### src/rtl/isa_pkg.sv
// Shared ARM-subset encoding constants and encoder FSM state type.
// The instruction decoder imports the same package so both ends agree on field values.
package isa_pkg;

    localparam logic [1:0] OP_DP  = 2'b00;
    localparam logic [1:0] OP_MEM = 2'b01;
    localparam logic [1:0] OP_BR  = 2'b10;

    localparam logic [3:0] CMD_ADD = 4'b0100;
    localparam logic [3:0] CMD_SUB = 4'b0010;
    localparam logic [3:0] CMD_AND = 4'b0000;
    localparam logic [3:0] CMD_ORR = 4'b1100;

    localparam logic [3:0] COND_AL = 4'b1110;

    typedef enum logic {
        S_IDLE  = 1'b0,
        S_WRITE = 1'b1
    } enc_state_t;

    function automatic logic is_alu_cmd(input logic [3:0] cmd);
        return (cmd == CMD_ADD) || (cmd == CMD_SUB) ||
               (cmd == CMD_AND) || (cmd == CMD_ORR);
    endfunction

endpackage

### src/rtl/instr_pack.sv
// Combinational field packer: builds the 32-bit instruction word and flags
// encodings that the decoder/ALU do not implement.
module instr_pack
    import isa_pkg::*;
(
    input  logic [3:0]  cond,
    input  logic [1:0]  op,
    input  logic [5:0]  funct,
    input  logic [3:0]  rn,
    input  logic [3:0]  rd,
    input  logic [11:0] src2,
    input  logic [23:0] imm24,
    output logic [31:0] word,
    output logic        legal
);

    always_comb begin
        word  = {cond, op, funct, rn, rd, src2};
        legal = 1'b0;
        case (op)
            OP_DP:   legal = is_alu_cmd(funct[4:1]);
            OP_MEM:  legal = 1'b1;
            OP_BR: begin
                word  = {cond, OP_BR, funct[5:4], imm24};
                legal = 1'b1;
            end
            default: legal = 1'b0;
        endcase
    end

endmodule

### src/rtl/instr_encoder.sv
// Boot/test loader: encodes instruction requests and writes them sequentially
// into instruction memory, one word per accepted legal request.
module instr_encoder
    import isa_pkg::*;
#(
    parameter int ADDR_W = 6
) (
    input  logic              clk,
    input  logic              reset,
    input  logic              clear,
    input  logic              req_valid,
    output logic              req_ready,
    input  logic [3:0]        cond,
    input  logic [1:0]        op,
    input  logic [5:0]        funct,
    input  logic [3:0]        rn,
    input  logic [3:0]        rd,
    input  logic [11:0]       src2,
    input  logic [23:0]       imm24,
    output logic              mem_we,
    output logic [ADDR_W-1:0] mem_addr,
    output logic [31:0]       mem_wdata,
    input  logic              mem_ready,
    output logic              err,
    output logic              full,
    output logic [ADDR_W:0]   count
);

    enc_state_t        state_q, state_d;
    logic [ADDR_W-1:0] wr_ptr_q, wr_ptr_d;
    logic [ADDR_W:0]   count_q, count_d;
    logic              full_q, full_d;
    logic              err_q, err_d;
    logic [31:0]       word_q, word_d;

    logic [31:0]       pack_word;
    logic              pack_legal;

    instr_pack u_pack (
        .cond  (cond),
        .op    (op),
        .funct (funct),
        .rn    (rn),
        .rd    (rd),
        .src2  (src2),
        .imm24 (imm24),
        .word  (pack_word),
        .legal (pack_legal)
    );

    // Decoded from registered state only; clear/reset mask it so a request
    // coinciding with either is never taken.
    assign req_ready = (state_q == S_IDLE) && !full_q && !clear && !reset;

    always_comb begin
        state_d  = state_q;
        wr_ptr_d = wr_ptr_q;
        count_d  = count_q;
        full_d   = full_q;
        word_d   = word_q;
        err_d    = 1'b0;
        if (clear) begin
            state_d  = S_IDLE;
            wr_ptr_d = '0;
            count_d  = '0;
            full_d   = 1'b0;
        end else begin
            case (state_q)
                S_IDLE: begin
                    if (req_valid && req_ready) begin
                        if (pack_legal) begin
                            word_d  = pack_word;
                            state_d = S_WRITE;
                        end else begin
                            err_d = 1'b1;
                        end
                    end
                end
                S_WRITE: begin
                    if (mem_ready) begin
                        wr_ptr_d = wr_ptr_q + 1'b1;
                        count_d  = count_q + 1'b1;
                        if (wr_ptr_q == '1) full_d = 1'b1;
                        state_d  = S_IDLE;
                    end
                end
                default: state_d = S_IDLE;
            endcase
        end
    end

    always_ff @(posedge clk) begin
        if (reset) begin
            state_q  <= S_IDLE;
            wr_ptr_q <= '0;
            count_q  <= '0;
            full_q   <= 1'b0;
            err_q    <= 1'b0;
            word_q   <= '0;
        end else begin
            state_q  <= state_d;
            wr_ptr_q <= wr_ptr_d;
            count_q  <= count_d;
            full_q   <= full_d;
            err_q    <= err_d;
            word_q   <= word_d;
        end
    end

    assign mem_we    = (state_q == S_WRITE);
    assign mem_addr  = wr_ptr_q;
    assign mem_wdata = word_q;
    assign err       = err_q;
    assign full      = full_q;
    assign count     = count_q;

endmodule

### config.mk
export PLATFORM = sky130hd
export DESIGN_NAME = instr_encoder
export DESIGN_NICKNAME = d
export VERILOG_FILES = /design/src/rtl/isa_pkg.sv /design/src/rtl/instr_pack.sv /design/src/rtl/instr_encoder.sv
export SDC_FILE = /design/constraint.sdc
export NUM_CORES = 1
export LEC_CHECK = 0
export BUFFER_PORTS_ARGS = -buffer_cell sky130_fd_sc_hd__buf_2
export CORE_AREA = 2 2 78 65
export CTS_CLUSTER_DIAMETER = 150
export DETAILED_ROUTE_END_ITERATION = 16
export DIE_AREA = 0 0 80 67
export GPL_TIMING_DRIVEN = 0
export PLACE_DENSITY = 0.82
export SLEW_MARGIN = 0
export SYNTH_ARGS = -nofsm -noshare
export SYNTH_HDL_FRONTEND = slang
export SYNTH_SLANG_ARGS = --single-unit
export TNS_END_PERCENT = 10
### constraint.sdc
create_clock -name clk -period 4.26 [get_ports clk]
set_input_delay 0.426 -clock clk [delete_from_list [all_inputs] [get_ports clk]]
set_output_delay 0.426 -clock clk [all_outputs]
set_load 0.005 [all_outputs]
; Yosys cells after proc, flatten, opt, wreduce, memory -nomap -nowiden
; Cells that the tools add are included.
[word_totals]
out_inout_bits = 49
in_bits = 61
wordCells = 42
regBits = 48
[op_classes]
bitwise_logic = 3
muxes = 7
n_reduce_logical = 18
eq_ne = 6
addsub = 2
[op_table]
columns = op, n
row1 = two-way mux 28 bit, 1
row2 = adder 7 x 1 -> 7 bit (second input constant), 1
row3 = adder 6 x 1 -> 6 bit (second input constant), 1
row4 = == test 6 bit (second input constant), 1
row5 = == test 4 x 2 -> 1 bit (second input constant), 1
row6 = == test 4 x 3 -> 1 bit (second input constant), 1
row7 = == test 4 bit (second input constant), 1
row8 = logical AND 1 bit, 4
row9 = zero test 4 bit, 1
row10 = two-way mux 1 bit, 4
row11 = one-hot mux 1 bit (2 select lines), 2
row12 = AND reduction 4 bit, 1
row13 = OR reduction 2 bit, 2
row14 = OR reduction 4 bit, 1
row15 = zero test 1 bit, 3
row16 = logical OR 1 bit, 3
row17 = NOT 1 bit, 3
row18 = AND reduction 3 bit, 1
row19 = == test 2 x 1 -> 1 bit (second input constant), 1
row20 = == test 2 bit (second input constant), 1
row21 = zero test 2 bit, 1
row22 = AND reduction 2 bit, 1

; Depth between registers and ports, before layout
; Gate-level depths: netlist of the first run.
[logic_depth]
word_depth = 8
depth_mapped = 7
depth_no_buf = 5

; Cells and area by module
; From an unflattened synthesis of the first run, not the netlist that was laid out.
[hier_totals]
cells_unflattened = 275
area_unflattened_um2 = 2492.4
[by_module_without_submodules]
columns = mod, instances, cells_each, seq_area_each_um2, area_each_um2
row1 = instr_encoder, 1, 231, 960.9, 1973.1
row2 = instr_pack, 1, 44, 0.0, 519.2

; Worst setup path before layout of the first run
; No wires, ideal clock.
[synth_timing]
kind = input-to-reg
from = input port op[0]
to = register word_q[10], in the netlist mem_wdata[10]
setup_slack_ns = 2.543
setup_time_ns = 0.134
path_buffers = 2
required_ns = 4.126
t_arrival_ns = 1.583
stages = 6
path_cell_list = inv_1 > ha_1 > buf_2 > buf_1 > mux2i_1 > a211oi_1
[synth_via]
elab_chain_len = 4
word_cells_on_any_way = 7
cone_classes = 2 x eq/ne / 2 x mux / 3 x reduce/logical
[synth_rtl]
columns = item, line
row1 = from (decl), instr_encoder.sv:14  ; input logic [1:0] op,
row2 = == test 2 x 1 -> 1 bit / == test 2 bit (equally long branches), instr_pack.sv:20  ; case (op)
row3 = OR reduction 2 bit (no line), --
row4 = one-hot mux 1 bit (2 select lines), instr_pack.sv:20
row5 = AND reduction 4 bit (no line), --
row6 = to (signal assigned), instr_encoder.sv:106  ; word_q <= word_d;
row7 = to (decl), instr_encoder.sv:34  ; logic [31:0] word_q, word_d;
; Several ways; a longest one is shown, not always the timed one.
; A chain may end at the register's enable or synchronous reset.

; Worst setup path after layout of the first run
[layout_timing]
from = input port op[0]
to = register word_q[13], in the netlist mem_wdata[13]
; Same word-level chain as after synthesis.

==> results of run 1 <==
==> synthesized netlist by cell type, drive strengths merged <==
library cell	instances
nand2	13
o21ai	9
and3	1
or3	2
and2	2
mux2i	25
a31oi	1
nor2	15
nor3	3
a21oi	37
nor2b	1
dfxtp	48
xnor2	5
or2	1
or4	1
nor4	2
buf	9
a211oi	24
nand3	8
a32o	1
nand4	1
clkbuf	11
ha	5
a32oi	1
inv	3
xor2	4
==> per-layer routing <==
layer | track usage, % | up-vias | wire length [microns]
li1 | - | 1073 | -
met1 | 27.4 | 961 | 2430
met2 | 34.4 | 78 | 2490
met3 | 5.15 | 7 | 386
met4 | 6.57 | 0 | 60
met5 | 0 | - | 0
==> final timing paths <==
kind | start | endpoint | slack (ps) | depth (start not counted)
hold reg to reg | mem_wdata[29]$_SDFFE_PP0P_ | mem_wdata[29]$_SDFFE_PP0P_ | 480 | 2
hold / removal | cond[2] | mem_wdata[30]$_SDFFE_PP0P_ | 370 | 3
setup / recovery | op[0] | mem_wdata[13]$_SDFFE_PP0P_ | 2460 | 7
setup reg to reg | mem_we$_SDFF_PP0_ | mem_wdata[13]$_SDFFE_PP0P_ | 2530 | 6
==> worst register-to-register path, delay by kind of cell (launching register included) <==
| kind | cells | cell delay, ps |
|---|---|---|
| buffers and inverters | 2 | 440 |
| AOI/OAI and AO/OA | 2 | 330 |
| DFF | 1 | 380 |
| and+or+nand+nor | 2 | 470 |
==> layout by cell type, fill, tap and decap left out <==
cell type	n
and2_1	1
or3_1	2
and2_0	1
nor3_1	3
ha_1	5
nand4_1	1
xor2_1	4
buf_2	115
a31oi_1	1
xnor2_1	5
nor2_1	15
clkbuf_1	12
clkbuf_8	6
buf_1	2
nor4_4	1
mux2i_1	25
nor2b_1	1
a211oi_1	24
nor4_1	1
inv_1	3
nand3_1	8
or4_1	1
clkinvlp_4	1
dfxtp_1	48
o21ai_0	9
and3_1	1
a32o_1	1
or2_2	1
a32oi_2	1
nand2_1	13
a21oi_1	37
==> cell families (layout without fill, tap and decap cells) <==
kind of cell / Yosys count / count (layout) / synth area share [%]
compound gates: 73 / 73 / 20.7
xor+xnor: 9 / 9 / 3.69
fa+ha+maj: 5 / 5 / 2.93
buf+inv: 23 / 139 / 4.45
flops: 48 / 48 / 45.0
mux: 25 / 25 / 11.7
simple gates: 50 / 50 / 11.5
==> metrics by stage <==
step	cells	cell area (sq um)
floorplan	233	2140
global placement	401	2750
detailed placement	401	2750
CTS	409	2850
global route	409	2850
finish	409	2850
==> layout make-up <==
class / count / area, sq um
clock buffer: 7 / 86.3
buffer: 20 / 83.8
tap: 60 / 75.1
clock inverter: 1 / 7.51
fill: 397 / 1670
multi-input combinational: 162 / 1080
sequential: 48 / 961
timing repair buffer: 108 / 541
inverter: 3 / 11.3
==> registers in the layout, indices dropped and copies added, names as in the netlist <==
name and flops:
count 7, err 1, full 1, mem_addr 6, mem_wdata 32, mem_we 1
==> power groups by stage <==
stage / registers [uW] / logic [uW] / clock network [uW]
after floorplan: 476 / 64.0 / 0
after global placement: 474 / 118 / 0
after detailed placement: 475 / 122 / 0
after CTS: 464 / 122 / 288
after global routing: 466 / 135 / 309
final: 464 / 120 / 279
==> flow_summary_export.csv, run 1 <==
group,metric,value,unit
outcome,outcome,"finished clean",
finish,finalNetCount,414,
timing,slew_headroom,53.1,%
grt,grt_max_degree,15,
floorplan,rows,22,
clocking,path_clk_slew,90,ps
grt,antenna_found_initial,0,
job,cap_violations,0,
pwr,pwr-share-comb,13.9,%
worst_setup_path,critPathMaxStageDelay,420,ps
route,first_pass_iters,4,
timing,drv_slew,0,
grt,overflow,0,
synthesis,synth_top_area_share,45.0,%
floorplan,coreArea,4510,sq um
clocking,ctsHoldBuffers,0,
clocking,insertion_delay,300,ps
clocking,htree_levels,2,
synthesis,ys_warn_count,0,
floorplan,io_pins,110,
timing,finalSetupViolCount,0,
grt,grt_pass1_vias,1930,
timing,worst_slack,2460,ps
worst_setup_path,path_common_cell,"buf_2",
synthesis,syn_area_per_cell,9.17,sq um
timing,rsz0062_at_grt,"no",
floorplan,die_x,80,microns
floorplan,start_util,47.3,%
hold_path,hold_path.class,"primary input to register",
place,port_buffers,108,
worst_setup_path,cp_num_buf_inv,3,
synthesis,synthCells,233,
finish,syn2layout_area_growth,33.2,%
place,gp_congestion,0.842,
worst_setup_path,cp-start-kind,"primary input",
timing,worst_slew_pin_slew,704,ps
pwr,finalPower,864,uW
finish,drive_above_1_share,35.8,%
synthesis,syn-cell-area,2140,sq um
synthesis,synth-seq-cells,48,
pwr,vdd_ir_drop_max,0.000179,V
worst_setup_path,critPathRequiredTime,4460,ps
clocking,clock_path_buffers,2,
timing,clock.fmax,554,MHz
clocking,post_cts_resized,0,
clocking,cts_made_buffers,5,
worst_setup_path,crit_family,"compound AO/OA/AOI/OAI gates",
finish,fin_util,63.0,%
route,wl_per_cell,13.1,microns
clocking,cts.root.buffer_cell,"clkbuf_8",
pwr,power_frac_seq,53.7,%
pwr,clockPowerShare,32.3,%
route,totalWireLength,5.37,mm
synthesis,ys_types,29,
worst_setup_path,crit_type,"primary input to register",
grt,track_usage,21.0,%
synthesis,seq_area_frac_synth,45.0,%
synthesis,synth.net_count,299,
pwr,p_sw,218,uW
grt,grt_pass1_wl,8.74,mm
timing,hold_viol,0,
clocking,clock_sinks,48,
worst_setup_path,cp_cell_sequence,"buf_2, inv_1, ha_1, a32oi_2, nor2_1, buf_2, a211oi_1",
place,place_ws,2150,ps
pwr,pwr_density_cell,304,nW/um^2
timing,min_period_over_period,42.4,%
clocking,tritoncts,"yes",
route,drt_iter0_markers,63,
finish,diodes,0,
worst_setup_path,worstPathMaxFanout,10,
timing,timing.hold.ws,374,ps
timing,tns,0,ps
route,postRouteAntennaNets,0,
timing,min_period,1800,ps
route,route.detailed.drc,0,
place,place_hpwl,4.12,mm
synthesis,synth_top_cell_by_area,"dfxtp_1",
pwr,power.share.switching,25.2,%
floorplan,die-area,5360,sq um
worst_setup_path,cp.arrival,2000,ps
route,vias,2119,
worst_setup_path,cpMaxStageDelayCell,"a32oi_2",
pwr,leakage,0.00126,uW
timing,fin_skew,7.60,ps
clocking,cts_setup_buffers,0,
synthesis,synthTopCellsByArea,"dfxtp_1 45%, mux2i_1 12%, a21oi_1 8.7%, a211oi_1 8.4%, ha_1 2.9%",
pwr,internal_power,646,uW
route,viasPerCell,5.18,
worst_setup_path,critPathCaptureType,"register",
floorplan,die_y,67,microns
Note: power is estimated with default switching activity, not from simulation.
==> inputs of run 2 (changes only) <==
--- a/config.mk
+++ b/config.mk
@@ -5,13 +5,14 @@
 export SDC_FILE = /design/constraint.sdc
 export NUM_CORES = 1
 export LEC_CHECK = 0
+export ABC_AREA = 1
 export BUFFER_PORTS_ARGS = -buffer_cell sky130_fd_sc_hd__buf_2
-export CORE_AREA = 2 2 78 65
+export CORE_AREA = 2 2 91 75
 export CTS_CLUSTER_DIAMETER = 150
 export DETAILED_ROUTE_END_ITERATION = 16
-export DIE_AREA = 0 0 80 67
+export DIE_AREA = 0 0 93 77
 export GPL_TIMING_DRIVEN = 0
-export PLACE_DENSITY = 0.82
+export PLACE_DENSITY = 0.76
 export SLEW_MARGIN = 0
 export SYNTH_ARGS = -nofsm -noshare
 export SYNTH_HDL_FRONTEND = slang
==> constraint.sdc (replaced) <==
create_clock -name clk -period 1.5 [get_ports clk]
set_input_delay 0.15 -clock clk [delete_from_list [all_inputs] [get_ports clk]]
set_output_delay 0.15 -clock clk [all_outputs]
set_load 0.005 [all_outputs]
==> run 2 against run 1 <==
  * Sequential share of layout area decreased by 6.3 points
  * Sequential power increased to 2.8 times the previous value
  * Flip-flop and latch count unchanged
  * Global-route usage decreased by 1.6 points
  * Synthesized area increased by 26%
  * Via count increased by 36%
  * Critical path type is now register to register
  * Non-clock buffer count increased by 3
  * Final cell count increased by 56%
==> flow_summary_export.csv, run 2 <==
group,metric,value,unit
grt,track_usage,19.4,%
worst_setup_path,timing.rr.end,"mem_wdata[22]$_SDFFE_PP0P_",
route,totalWireLength,7.11,mm
finish,fin_cells,638,
synthesis,async_reset_ff_share,0,%
timing,clock.fmax,715,MHz
timing,slew_headroom,66.2,%
grt,antenna_found_initial,0,
finish,most-common-layout-cells,"119 x inv_1, 114 x buf_2, 109 x nand2_1, 48 x dfxtp_1, 44 x nor2_1",
worst_setup_path,critPathRequiredTime,1700,ps
worst_setup_path,critPathCaptureType,"register",
finish,syn2layout_area_growth,30.4,%
place,port_buffers,109,
finish,diodes,0,
clocking,clock_path_buffers,2,
synthesis,synth-seq-cells,48,
finish,multi_input_comb_area,1170,sq um
floorplan,die_x,93,microns
hold_path,hold_path.class,"primary input to register",
route,wl_per_cell,11.1,microns
worst_setup_path,r2r_cells,7,
clocking,insertion_delay,300,ps
place,gp_congestion,0.778,
route,route.detailed.drc,0,
route,viasPerCell,4.53,
floorplan,coreArea,6250,sq um
worst_setup_path,worstPathMaxFanout,10,
pwr,vdd_ir_drop_max,0.000535,V
finish,layout_commonest_cell,"inv_1",
route,first_pass_iters,4,
synthesis,synth_top_cell_by_area,"dfxtp_1",
route,postRouteAntennaNets,0,
synthesis,syn_area_per_cell,6.16,sq um
worst_setup_path,path_common_cell,"nor2_1",
worst_setup_path,r2r_slack,100,ps
grt,grt_pass1_vias,2565,
timing,rsz0062_at_grt,"yes",
timing,timing.hold.ws,47.4,ps
clocking,clock_sinks,48,
synthesis,synthCells,436,
worst_setup_path,cp.arrival,1600,ps
worst_setup_path,cp-start-kind,"register",
job,cap_violations,0,
worst_setup_path,crit_path_start,"full$_SDFFE_PP0P_",
clocking,path_clk_slew,100,ps
finish,finalNetCount,619,
timing,fin_skew,14.4,ps
clocking,htree_levels,2,
worst_setup_path,worstSetupEndpoint,"mem_wdata[22]$_SDFFE_PP0P_",
clocking,cts.root.buffer_cell,"clkbuf_8",
synthesis,ys_warn_count,0,
worst_setup_path,cp_cell_sequence,"nor2_1, nand2_2, nor2_4, buf_4, nand4_1, nand2_1, nor2_1",
timing,finalSetupViolCount,0,
timing,min_period_over_period,93.3,%
finish,regArea,961,sq um
finish,largest_reg_flops,32,
worst_setup_path,critPathMaxStageDelay,340,ps
synthesis,synthTopCellsByArea,"dfxtp_1 36%, inv_1 17%, nand2_1 15%, nand4_1 7.7%, nor2_1 6.2%",
synthesis,synth_edf_count,0,
clocking,tritoncts,"yes",
synthesis,synth_common_cells,"119 x inv_1, 109 x nand2_1, 48 x dfxtp_1",
finish,drive_above_1_share,24.9,%
floorplan,start_util,43.0,%
floorplan,die-area,7160,sq um
place,place_ws,-234,ps
timing,hold_viol,0,
pwr,finalPower,2900,uW
synthesis,yosys_most_used_dff,"dfxtp_1",
finish,fin_util,56.0,%
floorplan,io_pins,110,
place,place_hpwl,5.57,mm
synthesis,synth.net_count,502,
timing,min_period,1400,ps
synthesis,seq_area_frac_synth,35.8,%
grt,grt_max_degree,17,
timing,worst_slew_pin_slew,507,ps
grt,overflow,0,
synthesis,syn-cell-area,2680,sq um
pwr,leakage,0.00202,uW
worst_setup_path,r2r_start,"full$_SDFFE_PP0P_",
floorplan,rows,26,
synthesis,ys_types,22,
finish,n_fill_cell,609,
grt,grt_pass1_wl,11.3,mm
outcome,outcome,"finished clean",
clocking,cts_made_buffers,5,
floorplan,die_y,77,microns
timing,drv_slew,0,
synthesis,synth_top_area_share,35.8,%
route,drt_iter0_markers,135,
worst_setup_path,cpMaxStageDelayCell,"dfxtp_1",
timing,worst_slack,101,ps
place,placed_cells,629,
synthesis,yosysMostFrequentCell,"inv_1",
pwr,pwr_density_cell,828,nW/um^2
worst_setup_path,crit_type,"register to register",
route,vias,2889,
run 2: changes by cell type in the layout (fill, tap and decap cells not counted), sizes merged, moves of 6 or more:
cell	before	now
nand2	13	110
a211oi	24	0
mux2i	25	0
nand4	1	33
clkbuf	18	12
nor2	15	46
buf	117	124
inv	3	120
run 2: report_power, final:
group | internal (uW) | total, uW | switching [uW]
sequential | 1310 | 1320 | 15.9
combinational | 187 | 448 | 261
clock | 671 | 1130 | 455
run 2: timing repair:
item                                   in CTS  in global routing
endpoints found under the hold margin       0                  0
hold buffers                                0                  0
buffers inserted                            0                  1
gates resized for setup                     0                 13
setup endpoints to repair                   0                 30
run 2: per-stage QoR:
step	setup TNS [ps]	instance area, sq um
3_5_place_dp	-4020	3330
3_3_place_gp	-3310	3330
6_report	0	3500
4_1_cts	0	3470
5_1_grt	-498	3500
2_1_floorplan	0	2680
run 2: final cells by class:
type	count	area share (%)
inverter	120	12.9
timing repair buffer	110	15.8
multi-input combinational	247	33.5
clock buffer	5	1.97
tap	84	3.00
sequential	48	27.4
clock inverter	3	1.97
buffer	21	3.50
run 2: critical path, delay by kind of cell, from the launching register on:
family | cells | cell delay [ps]
and+or+nand+nor | 6 | 720
buffers and inverters | 1 | 230
DFF | 1 | 340
run 2: routing by layer:
layer / track usage, % / vias up / wire [microns]
met5: 0 / - / 0
met4: 4.56 / 0 / 76
met1: 25.4 / 1276 / 3260
met2: 32.6 / 77 / 3290
li1: - / 1530 / -
met3: 4.32 / 6 / 481
run 2: how the worst min path moves through the flow:
stage,endpoint,startpoint,cells after the start
after global routing,count[2]$_SDFFE_PP0P_,clear,2
final,count[2]$_SDFFE_PP0P_,clear,2
after detailed placement,count[2]$_SDFFE_PP0P_,clear,2
after global placement,count[2]$_SDFFE_PP0P_,clear,2
after floorplan,count[2]$_SDFFE_PP0P_,clear,1
after CTS,count[2]$_SDFFE_PP0P_,clear,2
run 2: logic make-up (layout without fill, tap and decap cells):
kind of cell | after synthesis | after routing | share of synthesized area, %
AOI/OAI and AO/OA | 39 | 39 | 7.46
adders and majority gates | 5 | 5 | 2.33
buffers and inverters | 141 | 259 | 20.9
DFF | 48 | 48 | 35.8
and+or+nand+nor | 203 | 203 | 33.5
==> inputs of run 3 (changes only) <==
--- a/config.mk
+++ b/config.mk
@@ -12,7 +12,9 @@
 export DETAILED_ROUTE_END_ITERATION = 16
 export DIE_AREA = 0 0 93 77
 export GPL_TIMING_DRIVEN = 0
+export MAX_ROUTING_LAYER = met4
 export PLACE_DENSITY = 0.76
+export SETUP_SLACK_MARGIN = 0.3
 export SLEW_MARGIN = 0
 export SYNTH_ARGS = -nofsm -noshare
 export SYNTH_HDL_FRONTEND = slang
==> run 3 against run 2 <==
  * Routed wire length increased by 3.5%
  * Critical path depth increased by 1
  * Global-route usage increased by 0.95 points
  * Fmax increased by 3.6%
  * Final cell count increased by 0.94%
  * Setup slack improved by 49 ps
  * Utilization increased by 1.6 points
  * Final area increased by 2.8%
  * First-iteration DRC count decreased by 3.7%
  * Clock skew decreased by 4.3 ps
  * Sequential power about the same
  * Via count increased by 1.2%
==> flow_summary_export.csv, run 3 (synthesized netlist as in run 2, its figures left out) <==
group,metric,value,unit
outcome,outcome,"finished clean",
pwr,internal_power,2010,uW
route,drt_iter0_markers,130,
worst_setup_path,r2r_start,"full$_SDFFE_PP0P_",
timing,clock.fmax,741,MHz
route,wl_met1,3.40,mm
worst_setup_path,worstPathMaxFanout,10,
floorplan,io_pins,110,
floorplan,die_y,77,microns
route,vias,2925,
grt,grt_max_degree,17,
pwr,clockPowerShare,35.5,%
worst_setup_path,cpMaxStageDelayCell,"dfxtp_2",
pwr,vdd_ir_drop_max,0.000342,V
clocking,path_clk_slew,100,ps
timing,tns,0,ps
timing,worst_slew_pin_slew,512,ps
finish,largest_reg_flops,32,
worst_setup_path,cp-start-kind,"register",
route,routed-wl-met2,3.46,mm
clocking,htree_levels,2,
pwr,pwr_density_cell,774,nW/um^2
route,met3_length,445,microns
timing,slew_headroom,65.9,%
floorplan,start_util,43.0,%
worst_setup_path,cp_num_buf_inv,2,
worst_setup_path,r2r_slack,150,ps
pwr,finalPower,2790,uW
clocking,tritoncts,"yes",
timing,timing.hold.ws,47.9,ps
grt,antenna_found_initial,0,
hold_path,worstHoldPathCells,2,
floorplan,rows,26,
timing,rsz0062_at_grt,"yes",
clocking,cts_made_buffers,5,
finish,most-common-layout-cells,"118 x inv_1, 115 x buf_2, 108 x nand2_1, 46 x dfxtp_1, 42 x nor2_1",
timing,finalSetupViolCount,0,
route,maxUsedRoutingLayer,"met4",
route,wl_per_cell,11.4,microns
pwr,leakage,0.00207,uW
finish,drive_above_1_share,27.1,%
route,route.detailed.drc,0,
place,gp_congestion,0.844,
clocking,cts.root.buffer_cell,"clkbuf_8",
clocking,clock_sinks,48,
worst_setup_path,worstSetupEndpoint,"mem_wdata[3]$_SDFFE_PP0P_",
grt,overflow,0,
timing,min_period,1350,ps
finish,n_fill_cell,636,
grt,grt_pass1_wl,11.5,mm
worst_setup_path,path_depth,8,
clocking,clock_path_buffers,2,
finish,diodes,0,
route,viasPerCell,4.54,
worst_setup_path,critPathRequiredTime,1750,ps
finish,syn2layout_area_growth,34.1,%
clocking,ctsHoldBuffers,0,
clocking,insertion_delay,310,ps
worst_setup_path,critPathCaptureType,"register",
floorplan,die_x,93,microns
route,postRouteAntennaNets,0,
worst_setup_path,cp_cell_sequence,"nor2_2, nand2_2, nor2_4, nand3_4, buf_6, nand2_1, inv_1, nor2_1",
worst_setup_path,critPathMaxStageDelay,340,ps
worst_setup_path,crit_type,"register to register",
finish,layout_commonest_cell,"inv_1",
route,first_pass_iters,4,
pwr,power_frac_seq,47.5,%
floorplan,coreArea,6250,sq um
worst_setup_path,r2r_cells,8,
timing,drv_slew,0,
place,place_hpwl,5.53,mm
pwr,pwr-share-comb,16.9,%
worst_setup_path,crit_family,"simple AND/OR/NAND/NOR gates",
timing,hold_viol,0,
hold_path,hold_path.class,"primary input to register",
job,cap_violations,0,
worst_setup_path,crit_path_start,"full$_SDFFE_PP0P_",
finish,finalNetCount,625,
timing,fin_skew,10.1,ps
worst_setup_path,cp.arrival,1600,ps
place,port_buffers,109,
pwr,p_sw,772,uW
timing,min_period_over_period,90.0,%
pwr,power.share.switching,27.7,%
grt,grt_pass1_vias,2519,
floorplan,die-area,7160,sq um
route,totalWireLength,7.36,mm
worst_setup_path,timing.rr.end,"mem_wdata[3]$_SDFFE_PP0P_",
grt,track_usage,20.4,%
## run 3: how the worst min path moves through the flow
| stage | to | slack, ps | start |
|---|---|---|---|
| CTS | count[2]$_SDFFE_PP0P_ | 40 | clear |
| finish | count[2]$_SDFFE_PP0P_ | 50 | clear |
| global route | count[2]$_SDFFE_PP0P_ | 30 | clear |
| floorplan | count[2]$_SDFFE_PP0P_ | 230 | clear |
| detailed placement | count[2]$_SDFFE_PP0P_ | 370 | clear |
| global placement | count[2]$_SDFFE_PP0P_ | 370 | clear |
## run 3: layer usage
metal | up-vias | global-route usage (%)
met3 | 7 | 3.34
met2 | 86 | 31.9
met1 | 1288 | 27.8
met4 | 0 | 4.41
met5 | - | -
li1 | 1544 | -
## run 3: layout make-up
cell class	instances	area [sq um]	share of cell area, %
timing repair buffer	116	639	17.8
sequential	48	963	26.8
inverter	120	450	12.5
clock inverter	3	46.3	1.29
multi-input combinational	247	1180	32.9
buffer	21	143	3.96
clock buffer	5	68.8	1.91
tap	84	105	2.92
## run 3: metrics by stage
stage / utilization, % / worst slack (ps) / instance area (sq um) / std cells
after floorplan: - / 286 / 2690 / 436
after global placement: 53.5 / -143 / 3340 / 629
after detailed placement: 53.5 / -166 / 3340 / 629
after CTS: 57.0 / 167 / 3560 / 642
after global routing: 57.6 / 62.4 / 3600 / 644
final: 57.6 / 150 / 3600 / 644
## run 3: power groups by stage
stage / Combinational (uW) / Sequential (uW) / Clock [uW]
after floorplan: 256 / 1360 / 0
after global placement: 435 / 1350 / 0
after detailed placement: 443 / 1350 / 0
after CTS: 463 / 1320 / 1010
after global routing: 534 / 1330 / 1060
final: 472 / 1320 / 990
## run 3: timing repair
action,CTS,global route
cloned,1,1
setup buffers,4,1
hold endpoints to repair,0,0
setup endpoints to repair,41,42
pin swaps,1,3
resized for setup,15,6
